### src/rtl/nibble_seq_pkg.sv
// Shared definitions for the nibble-serial adder sequencer.
//   SLICE_W : width of the shared adder slice (one nibble)
//   state_e : controller states
//   clog2   : index width helper, never returns less than 1
package nibble_seq_pkg;

  localparam int unsigned SLICE_W = 4;

  typedef enum logic [1:0] {
    IDLE,
    RUN,
    DONE
  } state_e;

  // Bits needed to count 0..n-1, with a floor of one bit so n=1 still has an index.
  function automatic int unsigned clog2(input int unsigned n);
    int unsigned r;
    r = 0;
    for (int unsigned i = 0; i < 32; i++) begin
      if ((32'd1 << i) < n) r = i + 1;
    end
    return (r == 0) ? 1 : r;
  endfunction

endpackage

### src/rtl/nibble_slice_add.sv
// Combinational 4-bit adder slice shared by the serial sequencer.
//   a_i, b_i : nibble operands
//   ci_i     : carry in
//   s_o      : nibble sum
//   co_o     : carry out
module nibble_slice_add
  import nibble_seq_pkg::*;
(
  input  logic [SLICE_W-1:0] a_i,
  input  logic [SLICE_W-1:0] b_i,
  input  logic               ci_i,
  output logic [SLICE_W-1:0] s_o,
  output logic               co_o
);

  assign {co_o, s_o} = {1'b0, a_i} + {1'b0, b_i} + {{SLICE_W{1'b0}}, ci_i};

endmodule

### src/rtl/nibble_serial_add_seq.sv
// Multi-cycle controller that reuses one 4-bit slice adder to form a
// 4*NIBBLES-bit sum, least significant nibble first, with a registered carry.
//   clk   : clock, rising edge
//   rst   : synchronous active-high reset
//   start : request, accepted in IDLE or DONE
//   a, b  : operands, captured on accepted start
//   cin   : carry in to nibble 0, captured on accepted start
//   busy  : high while slices are processed (RUN)
//   done  : one-cycle pulse when sum/cout are valid
//   sum   : result, held from done until the next accepted start
//   cout  : carry out of the top nibble
//   sub   : (only with NIBBLE_SEQ_SUB_EN) 1 selects a - b, cout=1 means no borrow
// Optional feature macro: NIBBLE_SEQ_SUB_EN.
module nibble_serial_add_seq
  import nibble_seq_pkg::*;
#(
  parameter int unsigned NIBBLES = 4
) (
  input  logic                       clk,
  input  logic                       rst,
  input  logic                       start,
  input  logic [SLICE_W*NIBBLES-1:0] a,
  input  logic [SLICE_W*NIBBLES-1:0] b,
  input  logic                       cin,
  output logic                       busy,
  output logic                       done,
  output logic [SLICE_W*NIBBLES-1:0] sum,
  output logic                       cout
`ifdef NIBBLE_SEQ_SUB_EN
  ,
  input  logic                       sub
`endif
);

  localparam int unsigned W    = SLICE_W * NIBBLES;
  localparam int unsigned IdxW = clog2(NIBBLES);
  localparam logic [IdxW-1:0] LastIdx = IdxW'(NIBBLES - 1);

  state_e          state_q, state_d;
  logic [W-1:0]    a_q, a_d;
  logic [W-1:0]    b_q, b_d;
  logic            carry_q, carry_d;
  logic [IdxW-1:0] idx_q, idx_d;
  logic [W-1:0]    sum_q, sum_d;
  logic            cout_q, cout_d;

  logic [W-1:0]       b_cap;
  logic               carry_cap;
  int unsigned        nib_lo;
  logic [SLICE_W-1:0] slice_s;
  logic               slice_co;

  // Subtraction is folded in at capture time: b is stored inverted and the
  // initial carry forced to 1, so the RUN datapath is add-only.
`ifdef NIBBLE_SEQ_SUB_EN
  assign b_cap     = sub ? ~b : b;
  assign carry_cap = sub ? 1'b1 : cin;
`else
  assign b_cap     = b;
  assign carry_cap = cin;
`endif

  assign nib_lo = 32'(idx_q) * SLICE_W;

  nibble_slice_add u_slice (
    .a_i  (a_q[nib_lo +: SLICE_W]),
    .b_i  (b_q[nib_lo +: SLICE_W]),
    .ci_i (carry_q),
    .s_o  (slice_s),
    .co_o (slice_co)
  );

  always_comb begin
    state_d = state_q;
    a_d     = a_q;
    b_d     = b_q;
    carry_d = carry_q;
    idx_d   = idx_q;
    sum_d   = sum_q;
    cout_d  = cout_q;
    unique case (state_q)
      IDLE, DONE: begin
        if (start) begin
          a_d     = a;
          b_d     = b_cap;
          carry_d = carry_cap;
          idx_d   = '0;
          state_d = RUN;
        end else begin
          state_d = IDLE;
        end
      end
      RUN: begin
        sum_d[nib_lo +: SLICE_W] = slice_s;
        carry_d = slice_co;
        if (idx_q == LastIdx) begin
          cout_d  = slice_co;
          idx_d   = '0;
          state_d = DONE;
        end else begin
          idx_d = idx_q + 1'b1;
        end
      end
      default: state_d = IDLE;
    endcase
  end

  always_ff @(posedge clk) begin
    if (rst) begin
      state_q <= IDLE;
      a_q     <= '0;
      b_q     <= '0;
      carry_q <= 1'b0;
      idx_q   <= '0;
      sum_q   <= '0;
      cout_q  <= 1'b0;
    end else begin
      state_q <= state_d;
      a_q     <= a_d;
      b_q     <= b_d;
      carry_q <= carry_d;
      idx_q   <= idx_d;
      sum_q   <= sum_d;
      cout_q  <= cout_d;
    end
  end

  assign busy = (state_q == RUN);
  assign done = (state_q == DONE);
  assign sum  = sum_q;
  assign cout = cout_q;

endmodule

### config.mk
export PLATFORM = sky130hd
export DESIGN_NAME = nibble_serial_add_seq
export DESIGN_NICKNAME = d
export VERILOG_FILES = /design/src/rtl/nibble_seq_pkg.sv /design/src/rtl/nibble_slice_add.sv /design/src/rtl/nibble_serial_add_seq.sv
export SDC_FILE = /design/constraint.sdc
export NUM_CORES = 1
export LEC_CHECK = 0
export BUFFER_PORTS_ARGS = -buffer_cell sky130_fd_sc_hd__clkbuf_2
export CORE_AREA = 2 2 89 91
export DETAILED_ROUTE_END_ITERATION = 10
export DIE_AREA = 0 0 91 93
export GPL_TIMING_DRIVEN = 0
export SLEW_MARGIN = 40
export SYNTH_ARGS = -nofsm -noshare
export SYNTH_HDL_FRONTEND = slang
export SYNTH_SLANG_ARGS = --single-unit
### constraint.sdc
create_clock -name clk -period 5.6 [get_ports clk]
set_input_delay 1.12 -clock clk [delete_from_list [all_inputs] [get_ports clk]]
set_output_delay 1.12 -clock clk [all_outputs]
set_load 0.01 [all_outputs]
==> results_dict.tcl, run 1 <==
set metrics [dict create \
    ioPinCount 55 \
    tns_ns 0 \
    cts_buffer_depth 2 \
    coreArea_um2 7530 \
    netlist_area_um2 2340 \
    grt_pass1_vias 1911 \
    drt_iter0_markers 85 \
    maxSlewViolCount 0 \
    postRouteAntennaNets 0 \
    synth_top_area_share_pct 46.2 \
    antenna_found_initial 0 \
    hold_class "register to register" \
    setup_viol 0 \
    clock-sinks 54 \
    max_clock_freq_mhz 328 \
    peakVddDrop_mv 0.108 \
    finClkSkew_ns 0.00721 \
    htree_levels 2 \
    vias 1992 \
    cp-end-kind "register" \
    ys_async_sr_fraction_pct 0 \
    antenna_cells 0 \
    place.gp.congestion 0.821 \
    overflow 0 \
    r2r_end "sum[14]" \
    synth_cell_types 32 \
    grt_max_degree 17 \
    outcome "completed" \
    cp_max_fo 10 \
    reg2reg_from "idx_q[0]" \
    start_kind "register" \
    post-route-util_pct 37.7 \
    whs_endpoint "b_q[14]" \
    start_util_pct 31.1 \
    hold_slack_ns 0.459 \
    hold_depth 2 \
    p_comb_share_pct 14.9 \
    path_clk_slew_ns 0.10 \
    power.switching_mw 0.206 \
    rows 32 \
    p_leak_nw 1.20 \
    seq_area_frac_synth_pct 46.2 \
    root_buffer "clkbuf_8" \
    synth_fp_nets 307 \
    ys_ff_latch 54 \
    dr.pass1.iters 4 \
    die-height_um 93 \
    synth_edf_count 0 \
    reg2reg_depth 7 \
    arrival_ns 3.30 \
    critical_path.cell_chain "buf_4 > mux4_2 > fa_1 > fa_1 > xor2_1 > a22oi_1 > nor2_1" \
    power.density_nw_per_um2 271 \
    synth_area_leaders "dfxtp_1 46%, nand2_1 12%, a21oi_1 8.1%, mux4_2 6.7%, ha_1 4.8%" \
    wl_per_cell_um 13.3 \
    cts_buffers 5 \
    clkLatencyLatePin_ns 0.31 \
    p_int_mw 0.563 \
    drc_errors 0 \
    post_synth.cell_area_avg_um2 9.01 \
    cts_hold_buf 0 \
    p_seq_share_pct 53.6 \
    numPortBuffers 53 \
    crit_top_cell "fa_1" \
    yosysTopAreaCell "dfxtp_1" \
    tightestPinTransition_ns 0.597 \
    synth-main-ff-cell "dfxtp_1" \
    synthCells 260 \
    detail_route.vias_per_cell 4.71 \
    cts_tree "done" \
    path_buf_inv 1 \
    wirelength_um 5620 \
    gr-usage-all-layers_pct 13.7 \
    min_period_over_period_pct 54.4 \
    post_cts_buffers 0 \
    yosys_warnings 0 \
    pre_cts_ws_ns 2.57 \
    cap_viol_max_count 0 \
    synthTopCellsByCount "72 x nand2_1, 54 x dfxtp_1, 38 x a21oi_1, 18 x nor2_1, 14 x a22oi_1" \
    die_x_um 91 \
    critPathKind "register to register" \
    grt_pass1_wl_um 9110 \
    critPathLaunch "idx_q[0]" \
    cts-resized-gates 0 \
    rsz0062_at_grt "false" \
    area_delta_synth_final_pct 21.3 \
    nFillCells 807 \
    synth.most_common_cell "nand2_1" \
    hold_violations 0 \
    switching_share_pct 26.8 \
    die_area_um2 8460 \
    r2r_slack_ns 2.55 \
    fin_crit_ns 3.05 \
    slowest_stage "dfxtp_1" \
    min_from "b_q[14]" \
    drive_above_1_share_pct 26.2 \
    dp_hpwl_um 4150 \
    slew_headroom_pct 60.2 \
    cp.required_ns 5.85 \
    fin_nets 367 \
    critPathTopFamily "adder cells" \
    cp_slowest_stage_delay_ns 0.56 \
    total_power_mw 0.769 \
    setup_slack_ns 2.55 \
    clock_power_share_pct 31.5 \
]
cells in the final DEF, fill, tap and decap left out:
cell type | netlist | final
and3b_2 | 1 | 1
inv_1 | 2 | 2
nand2b_2 | 1 | 1
clkinv_4 | 0 | 1
nand2_1 | 72 | 72
nand2b_1 | 2 | 2
dfxtp_1 | 54 | 54
buf_2 | 8 | 8
nor2_2 | 1 | 1
mux4_1 | 1 | 1
clkbuf_8 | 0 | 7
and4bb_1 | 1 | 1
clkbuf_2 | 0 | 53
a32oi_1 | 2 | 2
nand4bb_1 | 1 | 1
nor3_1 | 1 | 1
mux4_2 | 7 | 7
nand3_1 | 3 | 3
a21oi_1 | 38 | 38
buf_4 | 2 | 2
nor4_4 | 1 | 1
a21o_1 | 2 | 2
or2_0 | 1 | 1
nor2b_1 | 3 | 3
a211o_1 | 1 | 1
inv_2 | 1 | 1
a22oi_1 | 14 | 14
o21ai_0 | 1 | 1
fa_1 | 2 | 2
clkbuf_1 | 7 | 7
and3_2 | 1 | 1
xor2_1 | 1 | 1
ha_1 | 9 | 9
nor2_1 | 18 | 18
a311oi_1 | 1 | 1
through the flow:
step | area [µm²] | std cells
after floorplan | 2340 | 260
after global placement | 2740 | 415
after detailed placement | 2740 | 415
after CTS | 2840 | 423
after global routing | 2840 | 423
final | 2840 | 423
logic make-up after synthesis:
| logic type | after synthesis | synth area share (%) |
|---|---|---|
| and+or+nand+nor | 107 | 20.2 |
| adders and majority gates | 11 | 6.52 |
| AOI/OAI and AO/OA | 59 | 15.0 |
| muxes | 8 | 7.85 |
| xor gates and xnor gates | 1 | 0.374 |
| DFF | 54 | 46.2 |
| buffers and inverters | 20 | 3.95 |
routing by layer:
| metal | track usage [%] | up-vias | part of all wire [%] |
|---|---|---|---|
| li1 | - | 1011 | - |
| met1 | 17.4 | 916 | 45 |
| met2 | 22.7 | 58 | 48 |
| met3 | 4.19 | 7 | 5.5 |
| met4 | 4.04 | 0 | 1.3 |
| met5 | 0 | - | 0 |
state kept, by name, indices dropped and copies added (netlist names):
register	flops
carry_q	1
state_q	2
sum	16
b_q	16
cout	1
idx_q	2
a_q	16
area by class of cell:
cell class              count  area (µm²)  area share [%]
plain buffers              17        81.3            2.86
repair buffers             53         265            9.34
clock buffers               7        96.3            3.39
inverters                   3        11.3           0.396
multi-input cells         186        1170            41.1
clock inverters             1        8.76           0.308
flip-flops and latches     54        1080            38.1
well taps                 102         128            4.49
worst max path at each step:
| stage | cells after the start | to | slack [ns] |
|---|---|---|---|
| 2_1_floorplan | 8 | carry_q | 2.92 |
| 3_3_place_gp | 7 | sum[10] | 2.60 |
| 3_5_place_dp | 7 | sum[10] | 2.57 |
| 4_1_cts | 7 | sum[10] | 2.54 |
| 5_1_grt | 7 | sum[6] | 2.42 |
| 6_report | 7 | sum[14] | 2.55 |
worst reg2reg max path: stages, from the launching register on:
cell and delay (ns):
dfxtp_1 0.56, buf_4 0.31, mux4_2 0.56, fa_1 0.45, fa_1 0.42, xor2_1 0.42
a22oi_1 0.17, nor2_1 0.11
power groups by stage:
stage | logic (mW) | clock network [mW] | registers [mW]
after CTS | 0.116 | 0.247 | 0.412
final | 0.115 | 0.242 | 0.412
after floorplan | 0.0762 | 0 | 0.418
after global routing | 0.127 | 0.263 | 0.414
after detailed placement | 0.115 | 0 | 0.421
after global placement | 0.113 | 0 | 0.421
Power figures use the tool's default switching activity.
==> run 2, diff against run 1 <==
Clock period 5.6 ns to 2.7 ns, I/O delays scaled along.
==> run 2 against run 1 <==
Effect of this change:
- die area did not move
- sequential power rose by 110%
- clock-buffer cell count did not move
- maximum frequency rose by 20%
- global-route usage barely moved
- combinational power rose by 120%
- sequential share of layout area fell by 0.55 points
- clock skew fell by 0.00081 ns
- critical path depth rose by 1
- flip-flop and latch count did not move
- non-clock buffer count rose by 3
- routed wire length barely moved
- critical path type unchanged
- highest routed layer unchanged
==> results_dict.tcl, run 2 (same netlist as run 1, synthesis figures left out) <==
set metrics [dict create \
    path_buf_inv 1 \
    drc_errors 0 \
    stdcell_count 426 \
    fin_crit_ns 2.53 \
    cts_buffer_depth 2 \
    area_delta_synth_final_pct 23.5 \
    root_buffer "clkbuf_8" \
    place_area_um2 2740 \
    crit_top_cell "fa_2" \
    finClkSkew_ns 0.00640 \
    outcome "completed" \
    grt_pass1_wl_um 9110 \
    min_period_over_period_pct 93.8 \
    met3_usage_pct 4.19 \
    numPortBuffers 53 \
    hold_class "primary input to register" \
    gr-usage-all-layers_pct 13.7 \
    coreArea_um2 7530 \
    path_clk_slew_ns 0.10 \
    htree_levels 2 \
    slew_headroom_pct 64.5 \
    rows 32 \
    clock-sinks 54 \
    rsz0062_at_grt "false" \
    tns_ns 0 \
    peakVddDrop_mv 0.224 \
    place_inst 415 \
    cp_slowest_stage_delay_ns 0.55 \
    dr.pass1.iters 4 \
    maxSlewViolCount 0 \
    cp_max_fo 10 \
    critPathTopFamily "adder cells" \
    place.gp.congestion 0.821 \
    dp_hpwl_um 4150 \
    cap_viol_max_count 0 \
    postRouteAntennaNets 0 \
    start_kind "register" \
    arrival_ns 2.72 \
    grt_pass1_vias 1909 \
    start_util_pct 31.1 \
    max_clock_freq_mhz 395 \
    cts_tree "done" \
    die_x_um 91 \
    p_leak_nw 1.22 \
    die_area_um2 8460 \
    drt_iter0_markers 89 \
    ioPinCount 55 \
    overflow 0 \
    cts_hold_buf 0 \
    power.density_nw_per_um2 555 \
    hold_violations 0 \
    antenna_cells 0 \
    layout_commonest_cell "nand2_1" \
    cts_buffers 5 \
    finish.instance_area_um2 2890 \
    use_met1_pct 17.6 \
    slowest_stage "mux4_2" \
    wirelength_um 5620 \
    layout_common_cells "72 x nand2_1, 53 x dfxtp_1, 53 x clkbuf_2, 37 x a21oi_1, 18 x nor2_1" \
    grt_use_met2_pct 22.5 \
    grt_busiest_layer "met2" \
    cp-end-kind "register" \
    clkLatencyLatePin_ns 0.31 \
    setup_viol 0 \
    tightestPinTransition_ns 0.533 \
    critical_path.cell_chain "buf_8 > mux4_2 > fa_2 > fa_2 > a21o_1 > a21oi_2 > nand2b_1 > a21oi_1" \
    drive_above_1_share_pct 28.7 \
    grt_max_degree 17 \
    vias 1988 \
    antenna_found_initial 0 \
    wl_per_cell_um 13.2 \
    detail_route.vias_per_cell 4.67 \
    fin_nets 370 \
    critPathKind "register to register" \
    die-height_um 93 \
    cp.required_ns 2.88 \
]
## run 2: metrics by stage
step           power (mW)  hold WS (ns)  setup slack (ns)  utilization [%]
5_1_grt              1.68         0.430            0.0564             38.4
6_report             1.60         0.441             0.168             38.4
3_3_place_gp         1.11         0.439            -0.304             36.3
2_1_floorplan        1.03         0.432            0.0189                -
4_1_cts              1.61         0.435            0.0170             38.0
3_5_place_dp         1.11         0.446            -0.326             36.3
## run 2: repair_timing
| action | CTS | global route |
|---|---|---|
| resized for setup | 7 | 3 |
| pin swaps | 0 | 0 |
| buffers inserted | 0 | 3 |
| setup endpoints to repair | 14 | 2 |
## run 2: cell type report
class,instances,area (µm²)
Multi-Input combinational cell,186,1180
Sequential cell,54,1080
Fill cell,800,4640
Timing Repair Buffer,56,288
Tap cell,102,128
Inverter,3,11.3
Clock buffer,7,96.3
Clock inverter,1,8.76
Buffer,17,90.1
## run 2: final timing paths
check,startpoint,to,slack (ns),cells after the start
hold reg to reg,b_q[14],b_q[14],0.46,2
hold / removal,b[7],b_q[7],0.44,3
setup / recovery,idx_q[0],carry_q,0.17,8
setup reg to reg,idx_q[0],carry_q,0.17,8
## run 2: tightest hold or removal path, delay by kind of cell
kind / cells / cell delay [ns]
buffers and inverters: 1 / 0.08
and+or+nand+nor: 1 / 0.04
AOI/OAI and AO/OA: 1 / 0.05
## run 2: where the power goes
| part | internal [mW] | switching, mW |
|---|---|---|
| clock | 0.236 | 0.265 |
| combinational | 0.108 | 0.142 |
| sequential | 0.832 | 0.0216 |
| total | 1.18 | 0.429 |
## run 2: routing by layer
metal / share of wire (%) / wire length [µm] / vias up
met3: 4.5 / 251 / 7
met5: 0 / 0 / -
met4: 1.3 / 75 / 0
met1: 47 / 2630 / 916
met2: 47 / 2660 / 49
li1: - / - / 1016
==> run 3, diff against run 2 <==
Settings changed: CORE_AREA 2 2 89 91 to 2 2 85 95, DIE_AREA 0 0 91 93 to 0 0 87 97.
==> run 3 against run 2 <==
Effect of this change:
- total power is 1.8% higher
- sequential power hardly changed
- combinational power hardly changed
- sequential share of layout area is 0.26 points higher
- register-to-register slack hardly changed
- critical path type unchanged
- highest routed layer unchanged
==> results_dict.tcl, run 3 (same netlist as run 1, synthesis figures left out) <==
set metrics [dict create \
    outcome "completed" \
    hold_depth 3 \
    htree_levels 2 \
    drc_errors 0 \
    hold_slack_ns 0.445 \
    area_delta_synth_final_pct 22.6 \
    overflow 0 \
    critPathKind "register to register" \
    cp-end-kind "register" \
    antenna_found_initial 0 \
    rsz0062_at_grt "false" \
    peakVddDrop_mv 0.240 \
    start_kind "register" \
    setup_viol 0 \
    clock-sinks 54 \
    root_buffer "clkbuf_8" \
    hold_violations 0 \
    path_buf_inv 1 \
    slowest_stage "mux4_1" \
    cp_max_fo 8 \
    cts_tree "done" \
    clkLatencyLatePin_ns 0.30 \
    wirelength_um 5630 \
    power.density_nw_per_um2 569 \
    antenna_cells 0 \
    layout_common_cells "72 x nand2_1, 53 x dfxtp_1, 53 x clkbuf_2, 37 x a21oi_1, 18 x nor2_1" \
    grt_pass1_vias 1977 \
    critPathTopFamily "adder cells" \
    numPortBuffers 53 \
    die-height_um 97 \
    start_util_pct 31.7 \
    pre_cts_ws_ns -0.282 \
    min_from "b[6]" \
    drt_iter0_markers 83 \
    fin_crit_ns 2.55 \
    max_clock_freq_mhz 393 \
    arrival_ns 2.73 \
    path_clk_slew_ns 0.10 \
    die_x_um 87 \
    total_power_mw 1.63 \
    stdcell_count 410 \
    cap_viol_max_count 0 \
    cts_buffers 5 \
    finClkSkew_ns 0.0114 \
    drive_above_1_share_pct 27.9 \
    layout_commonest_cell "nand2_1" \
    reg2reg_from "idx_q[0]" \
    post-route-util_pct 38.9 \
    min_period_over_period_pct 94.3 \
    vias 2012 \
    nFillCells 752 \
    cp_slowest_stage_delay_ns 0.59 \
    cp.required_ns 2.88 \
    crit_top_cell "fa_2" \
    wl_per_cell_um 13.7 \
    slew_headroom_pct 67.6 \
    p_leak_nw 1.22 \
    reg2reg_depth 8 \
    ioPinCount 55 \
    detail_route.vias_per_cell 4.91 \
    place_area_um2 2720 \
    dp_hpwl_um 4210 \
    dr.pass1.iters 4 \
    gr-usage-all-layers_pct 13.8 \
    maxSlewViolCount 0 \
    critical_path.cell_chain "buf_4 > mux4_1 > fa_2 > fa_2 > a21o_1 > a21oi_2 > nand2b_1 > a21oi_1" \
    die_area_um2 8440 \
    r2r_end "carry_q" \
    setup_slack_ns 0.153 \
    grt_pass1_wl_um 9270 \
    tightestPinTransition_ns 0.485 \
    grt_max_degree 16 \
    fin_nets 369 \
    finish.instance_area_um2 2870 \
    rows 33 \
    coreArea_um2 7390 \
    cts_buffer_depth 2 \
    tns_ns 0 \
    place_inst 400 \
    whs_endpoint "b_q[6]" \
    hold_class "primary input to register" \
    postRouteAntennaNets 0 \
    r2r_slack_ns 0.15 \
    place.gp.congestion 0.802 \
]
## run 3: worst max-delay path by stage
| stage | slack (ns) | to | depth (start not counted) | from |
|---|---|---|---|---|
| 2_1_floorplan | 0.02 | carry_q | 8 | idx_q[0] |
| 3_3_place_gp | -0.32 | sum[10] | 7 | idx_q[0] |
| 3_5_place_dp | -0.28 | sum[14] | 7 | idx_q[0] |
| 4_1_cts | 0.03 | carry_q | 8 | idx_q[0] |
| 5_1_grt | 0.05 | carry_q | 8 | idx_q[0] |
| 6_report | 0.15 | carry_q | 8 | idx_q[0] |
## run 3: layout make-up
class | instances | area [µm²] | area share (%)
inverters | 3 | 11.3 | 0.392
flip-flops and latches | 54 | 1080 | 37.8
repair buffers | 55 | 280 | 9.76
clock buffers | 7 | 76.3 | 2.66
plain buffers | 17 | 95.1 | 3.31
clock inverters | 1 | 30.0 | 1.05
well taps | 87 | 109 | 3.79
multi-input cells | 186 | 1180 | 41.3
## run 3: per-layer routing
layer / track usage (%) / wire length, µm / up-vias
li1: - / - / 1017
met1: 18.3 / 2600 / 923
met5: 0 / 0 / -
met2: 22.0 / 2640 / 65
met4: 4.33 / 82 / 0
met3: 3.16 / 314 / 7
## run 3: worst register-to-register path, delay by kind of cell (launching register included)
kind	cells	cell delay, ns
flops	1	0.42
buf+inv	1	0.13
mux	1	0.59
fa+ha+maj	2	0.76
compound gates	3	0.41
simple gates	1	0.12
## run 3: timing repair
action | CTS | global route
resized for setup | 7 | 4
pin swaps | 0 | 0
hold buffers | 0 | 0
setup buffers | 0 | 2
endpoints found under the setup margin | 12 | 2
## run 3: power breakdown
group	switching, mW	internal (mW)	leakage, nW	total [mW]
combinational	0.140	0.108	0.722	0.248
clock	0.254	0.278	0.0524	0.532
sequential	0.0229	0.832	0.441	0.855
